==> src/rtl/lsu_mem_initiator_if.sv <==
// Request/response and data-memory pins of the MEM-stage load/store unit.
// master = the LSU (initiator), slave = pipeline + data memory side.
interface lsu_mem_initiator_if #(
  parameter int ADDR_W = 32,
  parameter int XLEN   = 32
);
  logic              req_valid;
  logic              req_ready;
  logic              req_we;
  logic [2:0]        req_funct3;
  logic [ADDR_W-1:0] req_addr;
  logic [XLEN-1:0]   req_wdata;
  logic              resp_valid;
  logic [XLEN-1:0]   resp_rdata;
  logic              busy;
  logic              mem_we;
  logic [2:0]        mem_mode;
  logic [ADDR_W-1:0] mem_addr;
  logic [XLEN-1:0]   mem_wdata;
  logic [XLEN-1:0]   mem_rdata;

  modport master (
    input  req_valid, req_we, req_funct3, req_addr, req_wdata, mem_rdata,
    output req_ready, resp_valid, resp_rdata, busy,
           mem_we, mem_mode, mem_addr, mem_wdata
  );

  modport slave (
    output req_valid, req_we, req_funct3, req_addr, req_wdata, mem_rdata,
    input  req_ready, resp_valid, resp_rdata, busy,
           mem_we, mem_mode, mem_addr, mem_wdata
  );
endinterface

==> src/rtl/lsu_mem_initiator.sv <==
// MEM-stage load/store initiator: aligned accesses in one cycle, misaligned ones split into bytes.
// Optional LSU_MISALIGN_TRAP_EN: misaligned requests are refused with misalign_err instead of split.
module lsu_mem_initiator #(
  parameter int ADDR_W = 32,
  parameter int XLEN   = 32
) (
  input  logic clk,
  input  logic rst,
  lsu_mem_initiator_if.master bus
`ifdef LSU_MISALIGN_TRAP_EN
  ,
  output logic misalign_err
`endif
);
  typedef enum logic {S_IDLE, S_SPLIT} state_t;

  state_t            state_q, state_d;
  logic [1:0]        cnt_q, cnt_d;
  logic [1:0]        last_q, last_d;
  logic              we_q, we_d;
  logic [2:0]        funct3_q, funct3_d;
  logic [ADDR_W-1:0] addr_q, addr_d;
  logic [XLEN-1:0]   wdata_q, wdata_d;
  logic [XLEN-1:0]   asm_q, asm_d;
  logic              resp_valid_q, resp_valid_d;
  logic [XLEN-1:0]   resp_rdata_q, resp_rdata_d;
`ifdef LSU_MISALIGN_TRAP_EN
  logic              err_q, err_d;
`endif

  logic              req_ok, req_mis;
  logic [XLEN-1:0]   asm_next;
  logic [7:0]        wbyte;
  logic              mem_we;
  logic [2:0]        mem_mode;
  logic [ADDR_W-1:0] mem_addr;
  logic [XLEN-1:0]   mem_wdata;

  // Extension always comes from the low bits; the memory's own sign extension is ignored.
  function automatic logic [XLEN-1:0] extend(input logic [2:0] f3, input logic [XLEN-1:0] d);
    case (f3)
      3'b000:  extend = {{24{d[7]}}, d[7:0]};
      3'b001:  extend = {{16{d[15]}}, d[15:0]};
      3'b010:  extend = d;
      3'b100:  extend = {24'h0, d[7:0]};
      3'b101:  extend = {16'h0, d[15:0]};
      default: extend = '0;
    endcase
  endfunction

  always_comb begin
    if (bus.req_we) req_ok = !bus.req_funct3[2] && (bus.req_funct3[1:0] != 2'b11);
    else            req_ok = (bus.req_funct3[1:0] != 2'b11) && (bus.req_funct3 != 3'b110);
    req_mis = ((bus.req_funct3[1:0] == 2'b01) && bus.req_addr[0]) ||
              ((bus.req_funct3[1:0] == 2'b10) && (bus.req_addr[1:0] != 2'b00));
  end

  always_comb begin
    state_d      = state_q;
    cnt_d        = cnt_q;
    last_d       = last_q;
    we_d         = we_q;
    funct3_d     = funct3_q;
    addr_d       = addr_q;
    wdata_d      = wdata_q;
    asm_d        = asm_q;
    resp_valid_d = 1'b0;
    resp_rdata_d = '0;
`ifdef LSU_MISALIGN_TRAP_EN
    err_d        = 1'b0;
`endif
    mem_we       = 1'b0;
    mem_mode     = 3'b010;
    mem_addr     = '0;
    mem_wdata    = '0;

    asm_next = asm_q;
    asm_next[{cnt_q, 3'b000} +: 8] = bus.mem_rdata[7:0];
    case (cnt_q)
      2'd0:    wbyte = wdata_q[7:0];
      2'd1:    wbyte = wdata_q[15:8];
      2'd2:    wbyte = wdata_q[23:16];
      default: wbyte = wdata_q[31:24];
    endcase

    case (state_q)
      S_IDLE: begin
        if (bus.req_valid) begin
          if (!req_ok) begin
            resp_valid_d = 1'b1;
          end else if (!req_mis) begin
            mem_we       = bus.req_we;
            mem_mode     = {1'b0, bus.req_funct3[1:0]};
            mem_addr     = bus.req_addr;
            mem_wdata    = bus.req_wdata;
            resp_valid_d = 1'b1;
            resp_rdata_d = bus.req_we ? '0 : extend(bus.req_funct3, bus.mem_rdata);
          end else begin
`ifdef LSU_MISALIGN_TRAP_EN
            resp_valid_d = 1'b1;
            err_d        = 1'b1;
`else
            state_d  = S_SPLIT;
            cnt_d    = 2'd0;
            last_d   = bus.req_funct3[1] ? 2'd3 : 2'd1;
            we_d     = bus.req_we;
            funct3_d = bus.req_funct3;
            addr_d   = bus.req_addr;
            wdata_d  = bus.req_wdata;
            asm_d    = '0;
`endif
          end
        end
      end
      S_SPLIT: begin
        mem_we    = we_q;
        mem_mode  = 3'b000;
        mem_addr  = addr_q + ADDR_W'(cnt_q);
        mem_wdata = we_q ? {24'h0, wbyte} : '0;
        if (!we_q) asm_d = asm_next;
        cnt_d = cnt_q + 2'd1;
        if (cnt_q == last_q) begin
          state_d      = S_IDLE;
          cnt_d        = 2'd0;
          resp_valid_d = 1'b1;
          resp_rdata_d = we_q ? '0 : extend(funct3_q, asm_next);
        end
      end
      default: state_d = S_IDLE;
    endcase
  end

  always_ff @(posedge clk or posedge rst) begin
    if (rst) begin
      state_q      <= S_IDLE;
      cnt_q        <= 2'd0;
      last_q       <= 2'd0;
      we_q         <= 1'b0;
      funct3_q     <= 3'b000;
      addr_q       <= '0;
      wdata_q      <= '0;
      asm_q        <= '0;
      resp_valid_q <= 1'b0;
      resp_rdata_q <= '0;
`ifdef LSU_MISALIGN_TRAP_EN
      err_q        <= 1'b0;
`endif
    end else begin
      state_q      <= state_d;
      cnt_q        <= cnt_d;
      last_q       <= last_d;
      we_q         <= we_d;
      funct3_q     <= funct3_d;
      addr_q       <= addr_d;
      wdata_q      <= wdata_d;
      asm_q        <= asm_d;
      resp_valid_q <= resp_valid_d;
      resp_rdata_q <= resp_rdata_d;
`ifdef LSU_MISALIGN_TRAP_EN
      err_q        <= err_d;
`endif
    end
  end

  assign bus.req_ready  = (state_q == S_IDLE);
  assign bus.busy       = (state_q != S_IDLE);
  assign bus.resp_valid = resp_valid_q;
  assign bus.resp_rdata = resp_rdata_q;
  assign bus.mem_we     = mem_we;
  assign bus.mem_mode   = mem_mode;
  assign bus.mem_addr   = mem_addr;
  assign bus.mem_wdata  = mem_wdata;
`ifdef LSU_MISALIGN_TRAP_EN
  assign misalign_err   = err_q;
`endif
endmodule

==> src/flat_wrapper.sv <==
// flat-port wrapper written by rule: the top's interface ports become plain ports
module lsu_mem_initiator_flat 
#(
  parameter int ADDR_W = 32,
  parameter int XLEN   = 32
)
  (clk, rst, bus_req_valid, bus_req_we, bus_req_funct3, bus_req_addr, bus_req_wdata, bus_mem_rdata, bus_req_ready, bus_resp_valid, bus_resp_rdata, bus_busy, bus_mem_we, bus_mem_mode, bus_mem_addr, bus_mem_wdata);
  lsu_mem_initiator_if #(.ADDR_W(ADDR_W), .XLEN(XLEN)) bus_i ();
  input  logic clk;
  input  logic rst;
  input wire logic [$bits(bus_i.req_valid)-1:0] bus_req_valid;
  input wire logic [$bits(bus_i.req_we)-1:0] bus_req_we;
  input wire logic [$bits(bus_i.req_funct3)-1:0] bus_req_funct3;
  input wire logic [$bits(bus_i.req_addr)-1:0] bus_req_addr;
  input wire logic [$bits(bus_i.req_wdata)-1:0] bus_req_wdata;
  input wire logic [$bits(bus_i.mem_rdata)-1:0] bus_mem_rdata;
  output wire logic [$bits(bus_i.req_ready)-1:0] bus_req_ready;
  output wire logic [$bits(bus_i.resp_valid)-1:0] bus_resp_valid;
  output wire logic [$bits(bus_i.resp_rdata)-1:0] bus_resp_rdata;
  output wire logic [$bits(bus_i.busy)-1:0] bus_busy;
  output wire logic [$bits(bus_i.mem_we)-1:0] bus_mem_we;
  output wire logic [$bits(bus_i.mem_mode)-1:0] bus_mem_mode;
  output wire logic [$bits(bus_i.mem_addr)-1:0] bus_mem_addr;
  output wire logic [$bits(bus_i.mem_wdata)-1:0] bus_mem_wdata;
  assign bus_i.req_valid = bus_req_valid;
  assign bus_i.req_we = bus_req_we;
  assign bus_i.req_funct3 = bus_req_funct3;
  assign bus_i.req_addr = bus_req_addr;
  assign bus_i.req_wdata = bus_req_wdata;
  assign bus_i.mem_rdata = bus_mem_rdata;
  assign bus_req_ready = bus_i.req_ready;
  assign bus_resp_valid = bus_i.resp_valid;
  assign bus_resp_rdata = bus_i.resp_rdata;
  assign bus_busy = bus_i.busy;
  assign bus_mem_we = bus_i.mem_we;
  assign bus_mem_mode = bus_i.mem_mode;
  assign bus_mem_addr = bus_i.mem_addr;
  assign bus_mem_wdata = bus_i.mem_wdata;
  lsu_mem_initiator #(.ADDR_W(ADDR_W), .XLEN(XLEN)) u_core (.clk(clk), .rst(rst), .bus(bus_i));
endmodule
==> config.mk <==
export PLATFORM = sky130hd
export DESIGN_NAME = lsu_mem_initiator_flat
export DESIGN_NICKNAME = d
export VERILOG_FILES = /design/src/rtl/lsu_mem_initiator_if.sv /design/src/rtl/lsu_mem_initiator.sv /design/src/flat_wrapper.sv
export SDC_FILE = /design/constraint.sdc
export NUM_CORES = 1
export LEC_CHECK = 0
export BUFFER_PORTS_ARGS = -buffer_cell sky130_fd_sc_hd__buf_2
export CORE_MARGIN = 3
export CORE_UTILIZATION = 40
export DETAILED_ROUTE_END_ITERATION = 10
export GPL_ROUTABILITY_DRIVEN = 0
export PLACE_DENSITY = 0.63
export SLEW_MARGIN = 0
export SYNTH_ARGS = -nofsm -noshare
export SYNTH_HDL_FRONTEND = slang
export SYNTH_SLANG_ARGS = --single-unit
export TNS_END_PERCENT = 100
==> constraint.sdc <==
create_clock -name clk -period 5.4 [get_ports clk]
set_clock_uncertainty 0.15 [all_clocks]
set_input_delay 0.27 -clock clk [delete_from_list [all_inputs] [get_ports clk]]
set_output_delay 0.27 -clock clk [all_outputs]
set_load 0.01 [all_outputs]
* Yosys cells after proc, flatten, opt, wreduce, memory -nomap -nowiden *
Cells that the tools add are included.
Widths: inputs -> output; s select.

storage, ports and cells
  input port bits = 103
  register bits = 138
  output and inout bits = 103
  logic and storage cells = 98

cells by class
  eq/ne operators = 19
  add/sub/neg operators = 3
  bitwise gates (word level) = 1
  shift operators = 2
  mux-type cells = 50
  reductions and logical operators = 13

operators by type and width
  operator                count
  $mux 32                 16
  $pmux 32 s5             2
  $pmux 32 s2             4
  $add 32x2->32           1
  $bwmux 32               1
  $shift 8x7->32 const A  1
  $shiftx 8x7->32         1
  $pmux 8 s3              1
  $eq 3x3->1 const B      4
  $mux 1                  12
  $mux 2                  6
  $mux 8                  1
  $reduce_and 4->1        2
  $neg 5->7               1
  $eq 3x1->1 const B      2
  $eq 3x2->1 const B      2
  $logic_not 3->1         2
  $mux 3                  2
  $ne 2x2->1 const B      3
  $pmux 1 s2              3
  $pmux 3 s2              1
  $eq 2x1->1 const B      2
  $eq 2x2->1 const B      2
  $logic_and 1x1->1       4
  11 further kinds        12

* Longest topological paths before layout *
  word-level depth = 7
  gate-level depth with buffers = 10
  mapped depth without buffers = 8

* Least setup slack after synthesis *
OpenSTA, ideal clock, no wires.

  kind = reg2out
  start = register u_core.cnt_q[1]
  end = output port bus_mem_addr[26]
  slack = 2.723 ns
  stages on the path, launching flop included = 8
  buffers on the path = 0
  required time = 4.980 ns
  data arrival time = 2.257 ns
  path through = dfrtp_1 inv_1 fa_1 nand2b_1 or4_1 nor3_1 xor2_1 a22o_1

on the way
  longest elaborated chain between the ends = 2

ends and longest elaborated chain
  what                      RTL line                  text
  start: declaration        lsu_mem_initiator.sv:18   logic [1:0] cnt_q, cnt_d;
  start signal: assignment  lsu_mem_initiator.sv:150  cnt_q <= cnt_d;
  $add 32x2->32             lsu_mem_initiator.sv:118  mem_addr = addr_q + ADDR_W'(cnt_q);
  $pmux 32 s2               lsu_mem_initiator.sv:86   case (state_q)
  end: declaration          flat_wrapper.sv:23        output wire logic [$bits(bus_i.mem_addr)-1:0] bus_mem_addr;

Every way passes these cells.

* Worst setup path after layout *
  start = register u_core.cnt_q[0]
  end = output port bus_mem_addr[22]

The elaborated chain is that of the path after synthesis.

==> key figures <==
Timing
  – Max Clock Freq: 253 MHz
  – Unrepaired setup endpoints after global routing: false
  – Hold Vio Cnt, Final: 0
  – Setup-failing EPs final: 0
  – Worst Hold Margin: 21.4 ps
  – Final min period: 3950 ps
  – Worst slew margin: 0.323
  – Worst slew pin tran: slightly above 1000 ps
  – Fin Setup TNS: 0 ps
  – Crit share post-route: 0.732
  – Final Max Tran Viols: 0

Clocking
  – CTS Buffer Depth: 2
  – H-tree Lvls: 4
  – Root Buffer: clkbuf_16
  – Post_cts resized: 0
  – Worst skew pair latency: ~420 ps
  – CTS sink cnt: 137
  – Clk slew on worst S/H paths: 60 ps
  – Num CTS Buffers: 17
  – CTS tree: done

GRT
  – First-pass GRT wire length: 34400 um
  – GRT Residual Overflow: 0
  – Initial antenna violation count: 0
  – Vias in the first global route: 6490
  – Largest net degree at the start of global routing: 80
  – Tot GR Track Use: 0.214

Synthesis
  – Post-synth EDFFs: 0
  – Main synth FF type: dfrtp_1
  – Yosys cell types: 48
  – Mapped Area: around 7400 um^2
  – Net Count, Synth: around 800
  – Leading area contributor after synthesis: dfrtp_1
  – FF+latch count, synth: 137
  – Synth top area share: 0.465
  – Area contributors post-synth: dfrtp_1 (47%), mux2_2 (10%), a22o_1 (8.1%)
  – Yosys warns: 0
  – Syn Inst Count: 712
  – Syn Area/Cell: 10.3 um^2
  – Fraction of registers with async set/reset: 1.00
  – Seq/Total Area, Yosys: 0.465
  – Synth top cells by count: dfrtp_1 (137), a22o_1 (68), mux2_2 (67)
  – Top-count cell post-synth: dfrtp_1

Die
  – Core area: 17700 um^2
  – DIE HEIGHT: 142 um
  – Die X: 142 um
  – Die area: 20100 um^2
  – Initial Util: 0.417
  – Top-Level Pins: around 210
  – # rows: 48

Placed design
  – DP Area: roughly 8500 um^2
  – Number of instances in the placed design: about 1.1k
  – Hpwl dp: around 14000 um
  – Port bufs: 204

Worst setup path
  – Setup CP Type: reg -> out
  – Worst Path Required: 4980 ps
  – CP max FO: 11
  – Critical path arrival: 3530 ps
  – CP Launch Type: flop
  – Worst Setup End Kind: output pin

Pwr
  – Logic pwr share: 0.352
  – Sequential share of power: 0.383
  – Int Pwr: 2850 uW
  – Sw Pwr: 1570 uW
  – Power Density: 450 nW/um^2
  – Switching Fraction: 0.356
  – VDD IR-drop max: 0.245 mV
  – Clock power share: 0.265
  – Static leakage: 0.00466 uW

Routing
  – DR vias/cell: approximately 5.4
  – Drt total wl: 21400 um
  – Post-detailed-route wirelength per cell: roughly 18 um
  – DRC viols: 0
  – Antenna Violating Nets Remaining: 0
  – Via count: 6485
  – Drt first pass iters: 5
  – Number of DRC markers in iteration 0: 312

Cells and area
  – Final core utilization: 0.557
  – Fillers: 1553
  – Final instance area: 9830 um^2
  – Antenna fix cells: 0
  – # nets final: about 1.1k
  – Share of layout cells above drive strength 1: 0.331
  – Non-Filler Instances: approximately 1.2k
  – Area Growth Syn to Fin: 33.4%

Run
  – Max-cap violations: 0

Hold path
  – Class of the worst hold path: in -> reg

Outcome
  – Status: finished clean
## kinds of logic after synthesis
family / after synthesis / share of synthesized area
adders and majority gates: 9 / 0.0163
other: 1 / 0.000509
DFF: 137 / 0.465
muxes: 70 / 0.107
xor gates and xnor gates: 32 / 0.0381
AOI/OAI and AO/OA: 188 / 0.178
buffers and inverters: 56 / 0.0324
and+or+nand+nor: 219 / 0.163
## area by class of cell
type	count	area (um^2)	share of cell area
multi-input combinational	519	3710	0.378
timing repair buffer	281	1780	0.181
inverter	9	38.8	0.00395
sequential	137	3430	0.349
clock inverter	10	119	0.0121
clock buffer	22	474	0.0482
tap	225	282	0.0286
## flip-flops by register name, indices dropped and copies added (netlist names)
| name | cells |
|---|---|
| u_core.asm_q | 32 |
| u_core.cnt_q | 2 |
| u_core.bus.resp_rdata | 32 |
| u_core.bus.resp_valid | 1 |
| u_core.last_q | 1 |
| u_core.funct3_q | 3 |
| u_core.we_q | 1 |
| u_core.bus.busy | 1 |
| u_core.wdata_q | 32 |
| u_core.addr_q | 32 |
## through the flow
stage | power [uW] | setup slack [ps]
global placement | 3190 | 2000
detailed placement | 3210 | 1900
global route | 4700 | 1060
floorplan | 2720 | 1310
finish | 4420 | 1450
CTS | 4440 | 1430
## cell usage in the layout (no fill, tap or decap), types with 22 or more instances in the layout
cell type	count
a21oi_1	63
a22o_1	68
and2_1	29
buf_2	204
dfrtp_1	137
dlygate4sd3_1	71
mux2_2	67
nand2_1	48
nor2_1	42
nor2b_1	28
o21ai_0	22
xnor2_1	24
## final timing paths
kind                                         startpoint                                  end  slack, ps  cells past startpoint
setup / recovery            u_core.cnt_q[0]$_DFFE_PP0P_                     bus_mem_addr[22]       1450                      9
hold / removal                         bus_mem_rdata[9]   u_core.bus.resp_rdata[9]$_DFF_PP0_         20                      3
setup reg to reg            u_core.cnt_q[1]$_DFFE_PP0P_  u_core.bus.resp_rdata[27]$_DFF_PP0_       2160                      7
hold reg to reg            u_core.last_q[0]$_DFFE_PP0P_         u_core.last_q[0]$_DFFE_PP0P_        340                      1
max in group asynchronous                           rst          u_core.asm_q[9]$_DFFE_PP0P_       3500                      4
min in group asynchronous                           rst         u_core.addr_q[7]$_DFFE_PP0P_        370                      3
## timing repair
action | CTS | global route
setup buffers | 0 | 0
endpoints found under the hold margin | 148 | 0
hold buffers | 71 | 0
## power by group through the flow
stage          registers (uW)  clock network, uW  logic (uW)
2_1_floorplan            1620                  0        1100
3_3_place_gp             1700                  0        1490
3_5_place_dp             1700                  0        1510
4_1_cts                  1690               1200        1560
5_1_grt                  1750               1240        1710
6_report                 1690               1170        1560
## worst max-delay path, cell delays in order, from the launching register on
cell	delay, ps
dfrtp_1	550
ha_1	240
inv_1	60
fa_1	420
nand2b_1	230
nor4_1	870
nand4_1	210
xnor2_1	190
a22o_1	190
buf_2	140
## per-layer routing
metal / vias up / global-route usage / wire, um
li1: 3098 / - / -
met1: 3141 / 0.280 / 9570
met2: 215 / 0.346 / 10000
met3: 31 / 0.0563 / 1370
met4: 0 / 0.0727 / 431
met5: - / 0 / 0
Power figures use the tool's default switching activity.
